===== src/rtl/vga_scan_pipeline.sv =====
// VGA scan generator: programmable H/V timing, scaled memory addressing and a read-latency
// aligned output pipe. Player-sprite overlay is built in when VGA_SPRITE_OVERLAY_EN is defined.
module vga_scan_pipeline #(
    parameter int                     COLOR_DEPTH  = 9,
    parameter int                     H_VIS        = 640,
    parameter int                     H_FP         = 16,
    parameter int                     H_SYNC       = 96,
    parameter int                     H_BP         = 48,
    parameter int                     V_VIS        = 480,
    parameter int                     V_FP         = 10,
    parameter int                     V_SYNC       = 2,
    parameter int                     V_BP         = 33,
    parameter bit                     HS_POL       = 1'b0,
    parameter bit                     VS_POL       = 1'b0,
    parameter int                     SCALE_SH     = 0,
    parameter int                     RD_LAT       = 1,
    parameter int                     Mn           = 19,
    parameter int                     SPRITE_SIZE  = 8,
    parameter logic [COLOR_DEPTH-1:0] SPRITE_COLOR = 9'b000_111_000
) (
    input  logic                   vga_clock,
    input  logic                   reset,
    input  logic [COLOR_DEPTH-1:0] pixel_color,
    input  logic [9:0]             player_x,
    input  logic [8:0]             player_y,
    output logic [Mn-1:0]          memory_address,
    output logic [7:0]             VGA_R,
    output logic [7:0]             VGA_G,
    output logic [7:0]             VGA_B,
    output logic                   VGA_HS,
    output logic                   VGA_VS,
    output logic                   VGA_BLANK_N,
    output logic                   VGA_SYNC_N,
    output logic                   VGA_CLK,
    output logic                   frame_start,
    output logic                   vblank_tick
);

    localparam int H_TOT = H_VIS + H_FP + H_SYNC + H_BP;
    localparam int V_TOT = V_VIS + V_FP + V_SYNC + V_BP;
    localparam int HW    = $clog2(H_TOT);
    localparam int VW    = $clog2(V_TOT);
    localparam int BPC   = COLOR_DEPTH / 3;
    localparam int D     = RD_LAT + 1;

    localparam logic [31:0] H_LAST  = H_TOT - 1;
    localparam logic [31:0] V_LAST  = V_TOT - 1;
    localparam logic [31:0] H_VIS_L = H_VIS;
    localparam logic [31:0] V_VIS_L = V_VIS;
    localparam logic [31:0] HS_BEG  = H_VIS + H_FP;
    localparam logic [31:0] HS_END  = H_VIS + H_FP + H_SYNC;
    localparam logic [31:0] VS_BEG  = V_VIS + V_FP;
    localparam logic [31:0] VS_END  = V_VIS + V_FP + V_SYNC;
    localparam logic [31:0] ROW_LEN = H_VIS >> SCALE_SH;

`ifdef VGA_SPRITE_OVERLAY_EN
    localparam int CW = 6;
`else
    localparam int CW = 5;
`endif

    logic [HW-1:0]          r_h;
    logic [VW-1:0]          r_v;
    logic [Mn-1:0]          r_addr;
    logic [CW-1:0]          r_pipe [0:D-1];
    logic [31:0]            w_h32;
    logic [31:0]            w_v32;
    logic                   w_visible;
    logic                   w_hs_act;
    logic                   w_vs_act;
    logic                   w_fs;
    logic                   w_vb;
    logic [Mn-1:0]          w_addr;
    logic [CW-1:0]          w_ctl;
    logic [CW-1:0]          w_out;
    logic [COLOR_DEPTH-1:0] w_pix;
    logic [23:0]            w_rgb;

    assign w_h32     = 32'(r_h);
    assign w_v32     = 32'(r_v);
    assign w_visible = (w_h32 < H_VIS_L) && (w_v32 < V_VIS_L);
    assign w_hs_act  = (w_h32 >= HS_BEG) && (w_h32 < HS_END);
    assign w_vs_act  = (w_v32 >= VS_BEG) && (w_v32 < VS_END);
    assign w_fs      = (w_h32 == 32'd0) && (w_v32 == 32'd0);
    assign w_vb      = (w_h32 == 32'd0) && (w_v32 == V_VIS_L);
    assign w_addr    = Mn'((w_v32 >> SCALE_SH) * ROW_LEN + (w_h32 >> SCALE_SH));

    always_ff @(posedge vga_clock or posedge reset) begin
        if (reset) begin
            r_h <= '0;
            r_v <= '0;
        end else if (w_h32 == H_LAST) begin
            r_h <= '0;
            r_v <= (w_v32 == V_LAST) ? '0 : r_v + VW'(1);
        end else begin
            r_h <= r_h + HW'(1);
        end
    end

    always_ff @(posedge vga_clock or posedge reset) begin
        if (reset) begin
            r_addr <= '0;
        end else begin
            r_addr <= w_visible ? w_addr : '0;
        end
    end

`ifdef VGA_SPRITE_OVERLAY_EN
    localparam logic [31:0] SPR_SZ = SPRITE_SIZE;

    logic [9:0] r_px;
    logic [8:0] r_py;
    logic       w_hit;

    // Sprite position is only sampled at the start of vblank so a frame never tears.
    always_ff @(posedge vga_clock or posedge reset) begin
        if (reset) begin
            r_px <= '0;
            r_py <= '0;
        end else if (w_vb) begin
            r_px <= player_x;
            r_py <= player_y;
        end
    end

    assign w_hit = (w_h32 >= 32'(r_px)) && (w_h32 < 32'(r_px) + SPR_SZ) &&
                   (w_v32 >= 32'(r_py)) && (w_v32 < 32'(r_py) + SPR_SZ);
    assign w_ctl = {w_hit, w_vb, w_fs, w_vs_act, w_hs_act, w_visible};
`else
    localparam int unused_sprite_cfg = SPRITE_SIZE + int'(SPRITE_COLOR);
    logic w_unused_player;
    assign w_unused_player = ^{player_x, player_y};
    assign w_ctl = {w_vb, w_fs, w_vs_act, w_hs_act, w_visible};
`endif

    // Control bits travel RD_LAT+1 clocks so they meet the memory data of the same pixel.
    always_ff @(posedge vga_clock or posedge reset) begin
        if (reset) begin
            for (int i = 0; i < D; i++) begin
                r_pipe[i] <= '0;
            end
        end else begin
            r_pipe[0] <= w_ctl;
            for (int i = 1; i < D; i++) begin
                r_pipe[i] <= r_pipe[i-1];
            end
        end
    end

    assign w_out = r_pipe[D-1];

`ifdef VGA_SPRITE_OVERLAY_EN
    assign w_pix = w_out[5] ? SPRITE_COLOR : pixel_color;
`else
    assign w_pix = pixel_color;
`endif

    // Bit gi of {R,G,B}: channel bits repeat MSB-first across the byte, then truncate.
    genvar gi;
    generate
        for (gi = 0; gi < 24; gi++) begin : g_expand
            assign w_rgb[gi] = w_pix[COLOR_DEPTH - 1 - (2 - gi / 8) * BPC - ((7 - gi % 8) % BPC)];
        end
    endgenerate

    assign memory_address = r_addr;
    assign VGA_R          = w_out[0] ? w_rgb[23:16] : 8'd0;
    assign VGA_G          = w_out[0] ? w_rgb[15:8]  : 8'd0;
    assign VGA_B          = w_out[0] ? w_rgb[7:0]   : 8'd0;
    assign VGA_BLANK_N    = w_out[0];
    assign VGA_HS         = w_out[1] ? HS_POL : ~HS_POL;
    assign VGA_VS         = w_out[2] ? VS_POL : ~VS_POL;
    assign frame_start    = w_out[3];
    assign vblank_tick    = w_out[4];
    assign VGA_SYNC_N     = 1'b1;
    assign VGA_CLK        = vga_clock;

endmodule

===== config.mk =====
export PLATFORM = sky130hd
export DESIGN_NAME = vga_scan_pipeline
export DESIGN_NICKNAME = d
export VERILOG_FILES = /design/src/rtl/vga_scan_pipeline.sv
export SDC_FILE = /design/constraint.sdc
export NUM_CORES = 1
export LEC_CHECK = 0
export BUFFER_PORTS_ARGS = -buffer_cell sky130_fd_sc_hd__buf_2
export CAP_MARGIN = 30
export CORE_ASPECT_RATIO = 1.75
export CORE_MARGIN = 3
export CORE_UTILIZATION = 52
export DETAILED_ROUTE_END_ITERATION = 10
export PLACE_DENSITY = 0.85
export SLEW_MARGIN = 20
export SYNTH_ARGS = -nofsm -noshare
export SYNTH_HDL_FRONTEND = slang
export SYNTH_SLANG_ARGS = --single-unit

===== constraint.sdc =====
create_clock -name vga_clock -period 4 [get_ports vga_clock]
set_clock_uncertainty 0.1 [all_clocks]
set_input_delay 0.2 -clock vga_clock [delete_from_list [all_inputs] [get_ports vga_clock]]
set_output_delay 0.2 -clock vga_clock [all_outputs]
set_load 0.05 [all_outputs]

==> flow_summary_export.csv <==
group,metric,value,unit
finish,final_area,3160,um2
setup_path,critical_path.endpoint,"memory_address[17]",
detailed_routing,drc,0,
finish,syn_to_final_growth,14.7,%
setup_path,required,4180,ps
floorplanning,fp.dieW,61,um
logic_synthesis,syn_avg_cell_area,10.1,um2
setup_path,worstSetupStartpoint,"r_v[1]",
timing,finalCritPeriodShare,86.9,%
timing,setup-tns-final,0,ps
placed_design,dpl.hpwl,3990,um
timing,drv_slew,0,
worst_hold_path,hold_path.class,"primary input to asynchronous set/reset pin",
global_route,grt_pass1_wl,9180,um
detailed_routing,wl,5570,um
timing,hold_violations,0,
clock_network,clk_pin_slew,80,ps
timing,slew_headroom,53.9,%
logic_synthesis,ys_ff_latch,49,
global_route,grt_pass1_vias,2071,
logic_synthesis,ys_types,44,
logic_synthesis,synth_area,2750,um2
finish,antenna_cells,0,
setup_path,critical_path_class,"flop to flop",
logic_synthesis,ys.warnings.count,0,
clock_network,cts_tree,"built",
global_route,overflow,0,
logic_synthesis,synth_edf_count,0,
setup_path,worst_setup_path_start_kind,"flop",
detailed_routing,vias_per_cell,5.59,
logic_synthesis,synthesis.instances,272,
power_and_ir_drop,ir_drop,208,uV
finish,n_fill_cell,382,
power_and_ir_drop,cellPowerDensity,336,nW/um2
finish,drive_gt1_share,24.2,%
global_route,antenna_found_initial,0,
run,drv_cap,0,
timing,min_period,3480,ps
floorplanning,io_pins,80,
logic_synthesis,async_flop_share,100,%
power_and_ir_drop,leakage,1.67,nW
logic_synthesis,ys.flop_type,"dfrtp_1",
placed_design,gp_congestion,0.842,
logic_synthesis,yosysTopAreaCell,"dfrtp_1",
detailed_routing,dr.pass1.iters,4,
clock_network,clock_latency,410,ps
floorplanning,coreArea,5060,um2
floorplanning,fp.dieH,102,um
setup_path,arrival,3650,ps
logic_synthesis,synthTopCellsByArea,"dfrtp_1 45%, ha_1 10%, buf_4 4.9%",
logic_synthesis,seq_area_frac_synth,44.5,%
detailed_routing,final_antenna_net_count,0,
timing,rsz0062_at_grt,"no",
global_route,grt_max_degree,34,
finish,final_common_cell,"buf_2",
placed_design,dpl-instance-area,2990,um2
placed_design,io_buffers,59,
detailed_routing,routed-via-count,2101,
detailed_routing,drt-initial-drc-count,59,
global_route,grt_usage,20.4,%
setup_path,crit_path_end_kind,"flop",
logic_synthesis,synth_top_area_share,44.5,%
timing,setup_viol,0,
setup_path,reg2reg_slack,520,ps
finish,nets,376,
detailed_routing,wl_per_cell,14.8,um
floorplanning,die-area,6240,um2
finish,mostFrequentLayoutCells,"59 x buf_2, 49 x dfrtp_1, 23 x ha_1",
floorplanning,fp-row-count,34,
timing,max_freq,0.288,GHz
setup_path,r2r-end,"memory_address[17]",
timing,worst_pin_slew,685,ps
setup_path,timing.rr.start,"r_v[1]",
floorplanning,start_util,54.4,%
run_status,status,"completed",
logic_synthesis,syn_nets,327,
setup_path,path_max_fanout,7,
setup_path,r2r_cells,9,
-- critical path: stages, from the launching register on --
cell      delay (ps)
dfrtp_1          490
ha_1             350
ha_1             240
fa_1             410
a211oi_1         340
o21bai_1         140
a21oi_1          240
xor2_1           190
or4_2            680
nor3b_1          150
-- state kept, by name (all words and copies together) (netlist names) --
name / cells
memory_address: 19
r_h: 10
r_pipe: 5
r_v: 10
w_out: 5
-- metal layers --
metal | track usage [%] | part of all wire (%) | vias up
li1 | - | - | 1025
met1 | 19.4 | 36 | 975
met2 | 35.9 | 55 | 79
met3 | 3.79 | 4.2 | 22
met4 | 16.5 | 5.2 | 0
met5 | 0 | 0 | -
-- Yosys cell counts, types with 4 or more instances --
library cell,n
nand3_1,9
nor2_1,18
xor2_1,9
nor3_1,4
xnor2_1,12
o21ai_0,16
clkbuf_1,5
nand2_1,17
ha_1,23
nor4_1,7
dfrtp_1,49
and3_1,5
inv_1,11
and2_1,16
a21oi_1,10
buf_4,18
-- cells by family after synthesis --
| kind of cell | count (synthesis) | share of synthesized area, % |
|---|---|---|
| simple gates | 97 | 19.3 |
| mux | 1 | 0.364 |
| flops | 49 | 44.5 |
| compound gates | 44 | 10.0 |
| xor+xnor | 21 | 6.68 |
| buf+inv | 34 | 7.09 |
| other cells | 1 | 0.136 |
| fa+ha+maj | 25 | 11.9 |
-- report_power, final --
group,internal [mW],switching [mW],leakage (nW)
registers,0.495,0,0.650
logic,0.0168,0.0644,0.931
clock network,0.274,0.212,0.0840
total,0.786,0.276,1.67
-- area by class of cell --
| type | instances | area, um2 | share of cell area, % |
|---|---|---|---|
| repair buffers | 61 | 328 | 10.4 |
| flip-flops and latches | 49 | 1230 | 38.8 |
| well taps | 54 | 67.6 | 2.14 |
| multi-input cells | 189 | 1330 | 42.2 |
| clock inverters | 1 | 30.0 | 0.951 |
| clock buffers | 11 | 133 | 4.20 |
| inverters | 11 | 41.3 | 1.31 |
-- timing repair --
action / in CTS / in global routing
buffers inserted: 0 / 0
endpoints found under the hold margin: 16 / 0
gates resized for setup: 0 / 0
hold buffers: 1 / 0
-- metrics by stage --
| stage | utilization, % | setup WS, ps | cells | hold WS [ps] | total power [mW] |
|---|---|---|---|---|---|
| 2_1_floorplan | - | 904 | 272 | 231 | 0.631 |
| 3_3_place_gp | 58.7 | 672 | 363 | 233 | 0.631 |
| 3_5_place_dp | 59.0 | 621 | 364 | 99.4 | 0.634 |
| 4_1_cts | 62.4 | 569 | 376 | 215 | 1.07 |
| 5_1_grt | 62.4 | 311 | 376 | 253 | 1.10 |
| 6_report | 62.4 | 524 | 376 | 200 | 1.06 |
-- worst min-delay path by stage --
stage,from,endpoint,slack (ps),depth (start not counted)
after global placement,r_pipe[5],w_out[0],230,0
after CTS,reset,r_pipe[5],220,3
after floorplan,r_pipe[5],w_out[0],230,0
after detailed placement,reset,r_pipe[5],100,2
final,reset,r_pipe[5],200,3
after global routing,reset,r_pipe[5],250,3
Note: power is estimated with default switching activity, not from simulation.
